## src/rtl/bin_bcd_seq_if.sv

```systemverilog
// bin_bcd_seq_if: start/busy/done handshake and result bus of the binary-to-BCD converter
interface bin_bcd_seq_if #(
    parameter int BIN_WIDTH = 16,
    parameter int DIGITS    = 5
);
    logic                  start;
    logic [BIN_WIDTH-1:0]  binary;
    logic                  busy;
    logic                  done;
    logic [4*DIGITS-1:0]   bcd;
    logic                  overflow;

    modport master (output start, output binary, input busy, input done, input bcd, input overflow);
    modport slave  (input start, input binary, output busy, output done, output bcd, output overflow);
endinterface

```

## src/rtl/bin_bcd_seq.sv

```systemverilog
// bin_bcd_seq: sequential double-dabble binary-to-BCD converter, one input bit per clock
module bin_bcd_seq #(
    parameter int BIN_WIDTH = 16,
    parameter int DIGITS    = 5
) (
    input logic          clk,
    input logic          rst_n,
    bin_bcd_seq_if.slave bus
);
    localparam int W  = 4 * DIGITS + BIN_WIDTH;
    localparam int CW = $clog2(BIN_WIDTH + 1);
    localparam logic [CW-1:0] CNT_LAST = CW'(BIN_WIDTH);

    typedef enum logic {IDLE, SHIFT} state_t;

    state_t              state_q, state_d;
    logic [W-1:0]        sr_q, sr_d, adj;
    logic [CW-1:0]       cnt_q, cnt_d;
    logic                acc_q, acc_d;
    logic                busy_q, busy_d;
    logic                done_q, done_d;
    logic                ovf_q, ovf_d;
    logic [4*DIGITS-1:0] bcd_q, bcd_d;

    // next-state: load on accepted start, then add-3 / shift once per cycle until all bits consumed
    always_comb begin
        adj = sr_q;
        for (int k = 0; k < DIGITS; k++)
            adj[BIN_WIDTH+4*k +: 4] = (sr_q[BIN_WIDTH+4*k +: 4] >= 4'd5) ? sr_q[BIN_WIDTH+4*k +: 4] + 4'd3 : sr_q[BIN_WIDTH+4*k +: 4];
        state_d = state_q;
        sr_d    = sr_q;
        cnt_d   = cnt_q;
        acc_d   = acc_q;
        busy_d  = busy_q;
        done_d  = 1'b0;
        ovf_d   = ovf_q;
        bcd_d   = bcd_q;
        if (state_q == IDLE) begin
            if (bus.start) begin
                sr_d    = {{(4*DIGITS){1'b0}}, bus.binary};
                cnt_d   = '0;
                acc_d   = 1'b0;
                busy_d  = 1'b1;
                state_d = SHIFT;
            end
        end else begin
            sr_d  = {adj[W-2:0], 1'b0};
            acc_d = acc_q | adj[W-1];
            cnt_d = cnt_q + CW'(1);
            if (cnt_d == CNT_LAST) begin
                bcd_d   = sr_d[W-1 -: 4*DIGITS];
                ovf_d   = acc_d;
                done_d  = 1'b1;
                busy_d  = 1'b0;
                state_d = IDLE;
            end
        end
    end

    // state registers; reset aborts any conversion without a done pulse
    always_ff @(posedge clk) begin
        if (!rst_n) begin
            state_q <= IDLE;
            sr_q    <= '0;
            cnt_q   <= '0;
            acc_q   <= 1'b0;
            busy_q  <= 1'b0;
            done_q  <= 1'b0;
            ovf_q   <= 1'b0;
            bcd_q   <= '0;
        end else begin
            state_q <= state_d;
            sr_q    <= sr_d;
            cnt_q   <= cnt_d;
            acc_q   <= acc_d;
            busy_q  <= busy_d;
            done_q  <= done_d;
            ovf_q   <= ovf_d;
            bcd_q   <= bcd_d;
        end
    end

    assign bus.busy     = busy_q;
    assign bus.done     = done_q;
    assign bus.bcd      = bcd_q;
    assign bus.overflow = ovf_q;
endmodule
```

## src/flat_wrapper.sv

```systemverilog
// flat-port wrapper written by rule: the top's interface ports become plain ports
module bin_bcd_seq_flat 
#(
    parameter int BIN_WIDTH = 16,
    parameter int DIGITS    = 5
)
  (clk, rst_n, bus_start, bus_binary, bus_busy, bus_done, bus_bcd, bus_overflow);
  bin_bcd_seq_if #(.BIN_WIDTH(BIN_WIDTH), .DIGITS(DIGITS)) bus_i ();
  input logic clk;
  input logic rst_n;
  input wire logic [$bits(bus_i.start)-1:0] bus_start;
  input wire logic [$bits(bus_i.binary)-1:0] bus_binary;
  output wire logic [$bits(bus_i.busy)-1:0] bus_busy;
  output wire logic [$bits(bus_i.done)-1:0] bus_done;
  output wire logic [$bits(bus_i.bcd)-1:0] bus_bcd;
  output wire logic [$bits(bus_i.overflow)-1:0] bus_overflow;
  assign bus_i.start = bus_start;
  assign bus_i.binary = bus_binary;
  assign bus_busy = bus_i.busy;
  assign bus_done = bus_i.done;
  assign bus_bcd = bus_i.bcd;
  assign bus_overflow = bus_i.overflow;
  bin_bcd_seq #(.BIN_WIDTH(BIN_WIDTH), .DIGITS(DIGITS)) u_core (.clk(clk), .rst_n(rst_n), .bus(bus_i));
endmodule
```

## config.mk

```make
export PLATFORM = sky130hd
export DESIGN_NAME = bin_bcd_seq_flat
export DESIGN_NICKNAME = d
export VERILOG_FILES = /design/src/rtl/bin_bcd_seq_if.sv /design/src/rtl/bin_bcd_seq.sv /design/src/flat_wrapper.sv
export SDC_FILE = /design/constraint.sdc
export NUM_CORES = 1
export LEC_CHECK = 0
export BUFFER_PORTS_ARGS = -buffer_cell sky130_fd_sc_hd__buf_2
export CAP_MARGIN = 30
export CORE_MARGIN = 3
export CORE_UTILIZATION = 57
export DETAILED_ROUTE_END_ITERATION = 16
export GPL_TIMING_DRIVEN = 1
export PLACE_DENSITY = 0.79
export SYNTH_ARGS = -nofsm -noshare
export SYNTH_HDL_FRONTEND = slang
export SYNTH_SLANG_ARGS = --single-unit
```

## constraint.sdc

```tcl
create_clock -name clk -period 1.6 [get_ports clk]
set_input_delay 0 -clock clk [delete_from_list [all_inputs] [get_ports clk]]
set_output_delay 0 -clock clk [all_outputs]
set_load 0.005 [all_outputs]
```

Word-level counts from Yosys, hierarchy flattened
Index checks and enable logic that the tools add are counted.
{"block": "op_classes", "n_addsub": 6, "n_lt_le_gt_ge": 5, "n_eq_ne": 2, "muxes": 18, "bitwise_logic": 2, "n_reduce_logical": 5}
{"op": "two-way mux 36 bit", "n": 2}
{"op": "adder 4 x 2 -> 4 bit, second input constant", "n": 5}
{"op": "greater-or-equal comparator 4 x 3 -> 1 bit, second input constant", "n": 5}
{"op": "two-way mux 4 bit", "n": 5}
{"op": "two-way mux 5 bit", "n": 2}
{"op": "two-way mux 1 bit", "n": 9}
{"op": "AND reduction 2 bit", "n": 3}
{"op": "adder 5 x 1 -> 5 bit, second input constant", "n": 1}
{"op": "== test 5 bit, second input constant", "n": 1}
{"op": "inequality test 2 bit, second input constant", "n": 1}
{"op": "nonzero test 2 bit", "n": 1}
{"op": "OR reduction 2 bit", "n": 1}
{"op": "inverter 1 bit", "n": 1}
{"op": "OR 1 bit", "n": 1}
{"block": "word_totals", "reg_bits": 66, "inputBits": 19, "wordCells": 47}

Logic depth before layout (Yosys ltp)
Gate-level depths: netlist of run 1.
{"block": "depth", "word_depth": 4, "depth_mapped": 6, "depth_no_buf": 6}

Least setup slack after synthesis of run 1
Ideal clock, no wire load.
{"block": "synth_timing", "kind": "reg2reg", "startpoint": "reg u_core.sr_q[24]", "endpoint": "reg u_core.sr_q[26]", "setup_ns": 0.092, "arrival_ns": 1.369, "required_ns": 1.508, "setup_slack_ns": 0.139, "stages_incl_launch_ff": 7, "path_buffers": 0, "synth_period_minus_slack_ns": 1.461, "path_cell_list": "dfxtp_1 inv_1 ha_1 nand2b_1 a21oi_1 mux2_2 o32ai_1"}
{"block": "synth_between", "elab_chain_cells": 3, "word_cells_on_any_way": 4}
{"element": "start, declared", "line": "bin_bcd_seq.sv:17", "text": "logic [W-1:0] sr_q, sr_d, adj;"}
{"element": "start signal, assigned", "line": "bin_bcd_seq.sv:73", "text": "sr_q <= sr_d;"}
{"element": "adder 4 x 2 -> 4 bit or greater-or-equal comparator 4 x 3 -> 1 bit (tied branches)", "line": "bin_bcd_seq.sv:29", "text": "adj[BIN_WIDTH+4*k +: 4] = (sr_q[BIN_WIDTH+4*k +: 4] >= 4'd5) ? sr_q[BIN_WIDTH+4*k +: 4] + 4'd3 : sr_q[BIN_WIDT ..."}
{"element": "two-way mux 4 bit *", "line": "bin_bcd_seq.sv:29"}
{"element": "two-way mux 36 bit *", "line": "bin_bcd_seq.sv:38", "text": "if (state_q == IDLE) begin"}
Mark *: on every way between the ends. The rest lies on a longest branch, timed or not.
A chain may end at the register's enable or synchronous reset.

Worst setup path in the final report of run 1
{"block": "layout_timing", "startpoint": "reg u_core.sr_q[29]", "endpoint": "reg u_core.sr_q[30]"}
The elaborated chain is that of the path after synthesis.

==> summary.md, run 1 <==
| Metric | Value |
|---|---|
| Status | finished, final reports clean |
| Vias after detailed routing | 2723 |
| Total power density per cell area | 876 nW/µm² |
| Die outline width | 80.1 µm |
| Critical path cell sequence | inv_1 > ha_1 > nand2b_1 > a21oi_2 > mux2_2 > o32ai_1 |
| Hold Worst Slack | 18.8 ps |
| Total count of max-transition violations in the final report | 0 |
| Remaining number of nets flagged by the antenna check after routing | 0 |
| Cell area after synthesis | 3130 µm² |
| # rows | 26 |
| Register-to-Register Setup Slack | 30 ps |
| CP Data Required Time | 1860 ps |
| Worst hold path type | input port to flop |
| Final number of hold-violating endpoints | 0 |
| Final period utilization | 97.9% |
| Worst-Margin Slew | 361 ps |
| Library cells used by synthesis | 41 |
| Maximum root-to-sink buffer count | 2 |
| Slowest stage delay, CP | 380 ps |
| Arrival time at the worst endpoint | 1820 ps |
| Startpoint of the worst hold path | bus_binary[9] |
| Ant diodes | 0 |
| Portion of total power attributed to the clock network | 42.1% |
| Endpoint of the most critical register-to-register path | u_core.sr_q[30]$_SDFFE_PN0P_ |
| PnR Total Power | 0.00334 W |
| Number of detailed-routing iterations run before antenna repair | 4 |
| Share of Yosys cell area claimed by the top area cell type | 42.2% |
| Predominant post-synthesis flop cell | dfxtp_1 |
| Routed vias/inst | 5.77 |
| Endpoint class of the critical path | flop |
| Maximum clock frequency | 0.639 GHz |
| Pin count of the biggest net entering global routing | 31 |
| Gate Count Post-Synth | 341 |
| Yosys warnings | 0 |
| Final period demand of the worst path | 1570 ps |
| Number of port buffers | 41 |
| Initial core utilization | 60.2% |
| Slew HR | 75.8% |
| Post-layout util | 73.3% |
| Worst setup path category | flop to flop |
| Vias in the first global route | 2617 |
| Lkg Pwr | 1.52 nW |
| Flop pwr share | 50.7% |
| Synth Net Count | 371 |
| Number of antenna violations at the first check in global routing | 0 |
| Number of storage elements in the synthesis netlist | 66 |
| Relative area change from synthesis to final layout | 21.7% |
| Cell type with the highest aggregate area in the netlist | dfxtp_1 |
| Share of layout cells above drive strength 1 | 29.4% |
| Height of the die | 80.1 µm |
| Cell Int Power | 0.00258 W |
| Final WL | 7270 µm |
| Total clock buffers created by CTS | 9 |
| Share of flip-flops with an asynchronous set or reset after synthesis | 0% |
| Number of sinks driven by the clock tree | 66 |
| Net Sw Frac | 22.8% |
| Highest fanout seen on the critical path | 4 |
| Final layout net count | 427 |
| Startpoint types | flop |
| Post-route DRC | 0 |
| Number of setup violations in the final report | 0 |
| Average wire per cell in the routed design | 15.4 µm |
| Synthesized area per cell | 9.19 µm² |
| Remaining Overflow, GRT | 0 |
| H-tree depth | 3 |
| Floorplan die area | 6420 µm² |
| Crit-path slowest cell | mux2_2 |
| Combinational fraction of design power | 7.1% |
| Reported max-cap violation count | 0 |
| Count of boundary I/O pins | 42 |
| Cell depth of the worst min-delay path | 5 |
| Clock skew | 7.50 ps |
| Global-route total usage across every layer | 23.7% |
| Switching pwr | 0.000762 W |
| Top cells by area in the synthesized netlist | dfxtp_1 42%, a21oi_1 6.9%, mux2i_1 5.4% |
| Number of enable-type register cells in the synthesized netlist | 0 |
| Starting DRT DRC Count | 222 |
| Destination of the worst hold path | u_core.sr_q[9]$_SDFFE_PN0P_ |
| Insertion delay of the later-clocked pin in the worst-skew pair | 340 ps |
| Total core area | 5200 µm² |
| Final HPWL DP | 4780 µm |
| Cell chosen for the clock root | clkbuf_8 |
| Clock edge transition at the registers on the reported setup and hold paths | 70 ps |
| Launch point of the worst reg-to-reg path | u_core.sr_q[29]$_SDFFE_PN0P_ |
| First-pass GRT wire length | 11900 µm |
| Worst-case reg-to-reg path depth | 6 |
| Worst-case vdd ir drop | 0.685 mV |
| Sequential fraction of the synthesis area | 42.2% |
| Clock tree from TritonCTS | yes |
| Last weighted congestion value of the routability-driven placer | 0.860 |
| Number of fill cells in the layout | 386 |
synth_stat cells, types with 2 or more instances:
library cell and instances:
mux2_2 5, o21ai_2 9, a211oi_1 2, a21o_1 2
o32ai_1 15, nor3_1 4, buf_6 2, ha_1 11
nand2b_1 8, o211ai_2 10, dfxtp_1 66, nor3b_1 11
buf_2 7, xnor2_1 5, a21oi_1 43, mux2i_1 17
inv_1 18, a311oi_1 4, buf_4 2, nor2_1 41
o21ai_0 15, nand2_1 10, a32oi_1 2, o211ai_1 4
nand3_1 5, clkbuf_1 8
cells in the final DEF (no fill, tap or decap), types with 3 or more instances in the layout:
master | netlist | routed
a21oi_1 | 43 | 38
a21oi_2 | 0 | 5
a311oi_1 | 4 | 4
buf_12 | 0 | 4
buf_2 | 7 | 41
buf_4 | 2 | 20
clkbuf_1 | 8 | 3
clkbuf_8 | 0 | 11
dfxtp_1 | 66 | 66
ha_1 | 11 | 7
ha_4 | 0 | 3
inv_1 | 18 | 17
mux2_2 | 5 | 5
mux2i_1 | 17 | 17
nand2_1 | 10 | 9
nand2b_1 | 8 | 8
nand3_1 | 5 | 5
nor2_1 | 41 | 41
nor3_1 | 4 | 4
nor3b_1 | 11 | 11
o211ai_1 | 4 | 4
o211ai_2 | 10 | 10
o21ai_0 | 15 | 14
o21ai_2 | 9 | 9
o32ai_1 | 15 | 15
xnor2_1 | 5 | 5
routing by layer:
metal | part of all wire (%) | GRT usage [%] | vias to the layer above
li1 | - | - | 1343
met5 | 0 | 0 | -
met4 | 1.8 | 13.7 | 0
met2 | 50 | 38.5 | 66
met1 | 44 | 29.4 | 1301
met3 | 4.6 | 4.04 | 13
repair_timing:
item / in CTS / in global routing
endpoints found under the hold margin: 1 / 0
hold buffers: 1 / 0
setup buffers: 0 / 5
setup endpoints to repair: 4 / 20
pin swaps: 0 / 6
resized for setup: 3 / 12
flip-flops by register name (all words and copies together), names as in the netlist:
signal / flops
u_core.state_q: 1
u_core.sr_q: 36
u_core.bus.busy: 1
u_core.acc_q: 1
u_core.bus.bcd: 20
u_core.cnt_q: 5
u_core.bus.overflow: 1
u_core.bus.done: 1
how the worst max path moves through the flow:
| stage | slack, ps | from | cells after the start | endpoint |
|---|---|---|---|---|
| 4_1_cts | 7 | u_core.sr_q[20]$_SDFFE_PN0P_ | 6 | u_core.sr_q[22]$_SDFFE_PN0P_ |
| 2_1_floorplan | 140 | u_core.sr_q[24]$_SDFFE_PN0P_ | 6 | u_core.sr_q[26]$_SDFFE_PN0P_ |
| 6_report | 30 | u_core.sr_q[29]$_SDFFE_PN0P_ | 6 | u_core.sr_q[30]$_SDFFE_PN0P_ |
| 3_3_place_gp | 20 | u_core.sr_q[32]$_SDFFE_PN0P_ | 6 | u_core.bus.bcd[18]$_SDFFE_PN0P_ |
| 3_5_place_dp | 10 | u_core.sr_q[32]$_SDFFE_PN0P_ | 6 | u_core.bus.bcd[18]$_SDFFE_PN0P_ |
| 5_1_grt | -40 | u_core.sr_q[29]$_SDFFE_PN0P_ | 6 | u_core.sr_q[30]$_SDFFE_PN0P_ |
final cells by class:
cell class	instances	area, µm²	area share (%)
multi-input combinational	235	1690	44.3
sequential	66	1320	34.6
timing repair buffer	66	445	11.7
clock buffer	14	163	4.27
tap	70	87.6	2.30
inverter	19	71.3	1.87
clock inverter	2	35.0	0.919
cells by family (layout without fill, tap and decap cells):
logic type | after synthesis | count (layout) | synth area share (%)
xor+xnor | 5 | 5 | 1.40
simple gates | 86 | 86 | 13.6
fa+ha+maj | 11 | 11 | 4.39
flops | 66 | 66 | 42.2
mux | 24 | 24 | 8.43
buf+inv | 40 | 101 | 5.83
compound gates | 109 | 109 | 24.2
critical path: cells and delay by family, from the launching register on:
kind                       cells  cell delay (ps)
muxes                          1              380
DFF                            1              330
AOI/OAI and AO/OA              2              300
adders and majority gates      1              200
and+or+nand+nor                1              170
buffers and inverters          1              100
power groups by stage:
stage / sequential [W] / combinational, W / clock, W
floorplan: 0.00172 / 0.000162 / 0
global placement: 0.00173 / 0.000226 / 0
detailed placement: 0.00173 / 0.000232 / 0
CTS: 0.00169 / 0.000235 / 0.00143
global route: 0.00170 / 0.000266 / 0.00152
finish: 0.00169 / 0.000239 / 0.00141
per-stage QoR:
| step | instance area [µm²] | instances | TNS, ps | setup WS, ps |
|---|---|---|---|---|
| 2_1_floorplan | 3130 | 341 | 0 | 139 |
| 3_3_place_gp | 3480 | 450 | 0 | 18.3 |
| 3_5_place_dp | 3480 | 450 | 0 | 10.1 |
| 4_1_cts | 3700 | 467 | 0 | 6.69 |
| 5_1_grt | 3810 | 472 | -78.8 | -42.3 |
| 6_report | 3810 | 472 | 0 | 33.9 |
No activity file was read; power rests on OpenSTA's default activity.
==> run 2, diff against run 1 <==
--- a/config.mk
+++ b/config.mk
@@ -12,6 +12,7 @@
 export DETAILED_ROUTE_END_ITERATION = 16
 export GPL_TIMING_DRIVEN = 1
 export PLACE_DENSITY = 0.79
+export RECOVER_POWER = 25
 export SYNTH_ARGS = -nofsm -noshare
 export SYNTH_HDL_FRONTEND = slang
 export SYNTH_SLANG_ARGS = --single-unit
==> run 2 against run 1 <==
Effect of this change: sequential power about the same; utilization down 0.12 points; power grew 0.14%.
==> summary.md, run 2 (synthesis gave the netlist of run 1 again) <==
| Metric | Value |
|---|---|
| Status | finished, final reports clean |
| Count of boundary I/O pins | 42 |
| Clock tree from TritonCTS | yes |
| Worst-Margin Slew | 359 ps |
| Footprint of the multi-input gates | 1690 µm² |
| Worst setup path category | flop to flop |
| Floorplan die area | 6420 µm² |
| Arrival time at the worst endpoint | 1830 ps |
| Clock skew | 8.57 ps |
| Worst-case vdd ir drop | 0.687 mV |
| Final period utilization | 98.1% |
| Worst hold path type | input port to flop |
| H-tree depth | 3 |
| Routed vias/inst | 5.76 |
| Flip-flop count of the largest register, all copies and words added | 36 |
| Total count of max-transition violations in the final report | 0 |
| # rows | 26 |
| Reported max-cap violation count | 0 |
| Flop pwr share | 50.7% |
| Final period demand of the worst path | 1570 ps |
| Sequential Area | 1320 µm² |
| Final layout net count | 427 |
| Switching pwr | 0.000766 W |
| Ant diodes | 0 |
| Maximum root-to-sink buffer count | 2 |
| Vias in the first global route | 2617 |
| Post-route DRC | 0 |
| Final WL | 7310 µm |
| Clock edge transition at the registers on the reported setup and hold paths | 70 ps |
| Share of layout cells above drive strength 1 | 28.1% |
| Largest register by flop count | u_core.sr_q |
| Final number of hold-violating endpoints | 0 |
| Average wire per cell in the routed design | 15.5 µm |
| Endpoint class of the critical path | flop |
| Number of fill cells in the layout | 388 |
| PnR Total Power | 0.00334 W |
| Net Sw Frac | 22.9% |
| Vias after detailed routing | 2718 |
| Highest-count cells in the layout ignoring fill and taps | 66 x dfxtp_1, 41 x nor2_1, 38 x a21oi_1, 36 x buf_2, 20 x buf_4 |
| Pin count of the biggest net entering global routing | 31 |
| Total clock buffers created by CTS | 9 |
| Starting DRT DRC Count | 156 |
| Number of cells in the finished layout apart from fillers | 472 |
| Lkg Pwr | 1.50 nW |
| Remaining Overflow, GRT | 0 |
| Pre-CTS setup slack | 10.1 ps |
| Global-route total usage across every layer | 23.7% |
| Total power density per cell area | 878 nW/µm² |
| Insertion delay of the later-clocked pin in the worst-skew pair | 340 ps |
| Highest fanout seen on the critical path | 4 |
| Height of the die | 80.1 µm |
| Final HPWL DP | 4780 µm |
| Final worst slack | 30.0 ps |
| Remaining number of nets flagged by the antenna check after routing | 0 |
| First-pass GRT wire length | 11900 µm |
| CP Data Required Time | 1860 ps |
| Relative area change from synthesis to final layout | 21.5% |
| Combinational fraction of design power | 7.1% |
| Number of antenna violations at the first check in global routing | 0 |
| Total core area | 5200 µm² |
| Number of port buffers | 41 |
| Startpoint types | flop |
| Last weighted congestion value of the routability-driven placer | 0.860 |
| # placed instances | 450 |
| Maximum clock frequency | 0.637 GHz |
| Portion of total power attributed to the clock network | 42.2% |
| Number of sinks driven by the clock tree | 66 |
| Number of detailed-routing iterations run before antenna repair | 4 |
| Die outline width | 80.1 µm |
| Cell Int Power | 0.00258 W |
| Initial core utilization | 60.2% |
| Slew HR | 75.9% |
| Most frequent standard cell in the layout excluding fill and tap cells | dfxtp_1 |
| Cell chosen for the clock root | clkbuf_8 |
| Number of setup violations in the final report | 0 |
[run 2: metal layers]
metal	global-route usage, %	vias to the layer above	part of all wire, %
met5	0	-	0
met4	13.7	0	1.8
met3	4.04	13	4.3
met2	38.5	59	50
met1	29.4	1302	44
li1	-	1344	-
[run 2: through the flow]
stage          utilization, %  instance area (µm²)  hold slack [ps]  setup TNS [ps]
4_1_cts                  71.1                 3700             2.87               0
3_5_place_dp             66.9                 3480              251               0
2_1_floorplan               -                 3130              147               0
5_1_grt                  73.1                 3810             42.9           -78.8
6_report                 73.1                 3810             18.3               0
3_3_place_gp             66.9                 3480              242               0
[run 2: path summary, 6_finish.rpt]
| path | startpoint | to | slack, ps | cells after the start |
|---|---|---|---|---|
| min reg2reg | u_core.bus.bcd[9]$_SDFFE_PN0P_ | u_core.bus.bcd[9]$_SDFFE_PN0P_ | 470 | 2 |
| max | u_core.sr_q[29]$_SDFFE_PN0P_ | u_core.sr_q[30]$_SDFFE_PN0P_ | 30 | 6 |
| min | bus_binary[9] | u_core.sr_q[9]$_SDFFE_PN0P_ | 20 | 5 |
| max reg2reg | u_core.sr_q[29]$_SDFFE_PN0P_ | u_core.sr_q[30]$_SDFFE_PN0P_ | 30 | 6 |
[run 2: area by class of cell]
cell class	instances	area share (%)
flip-flops and latches	66	34.7
repair buffers	66	11.5
multi-input cells	235	44.4
clock buffers	14	4.27
clock inverters	2	0.920
inverters	19	1.87
well taps	70	2.30
[run 2: power groups by stage]
stage	Sequential (W)	Combinational [W]	Clock [W]
floorplan	0.00172	0.000162	0
global placement	0.00173	0.000226	0
detailed placement	0.00173	0.000232	0
CTS	0.00169	0.000235	0.00143
global route	0.00170	0.000266	0.00152
finish	0.00169	0.000239	0.00141
[run 2: repair_timing]
item / 4_1_cts / 5_1_grt
hold buffers: 1 / 0
hold endpoints to repair: 1 / 0
buffers inserted: 0 / 5
pin swaps: 0 / 6
endpoints found under the setup margin: 4 / 20
resized for setup: 3 / 12
[run 2: critical path, stage by stage, from the launching register on]
cell and delay (ps):
dfxtp_1 330, inv_1 100, ha_1 200, nand2b_1 170, a21oi_2 190, mux2_2 380, o32ai_1 110
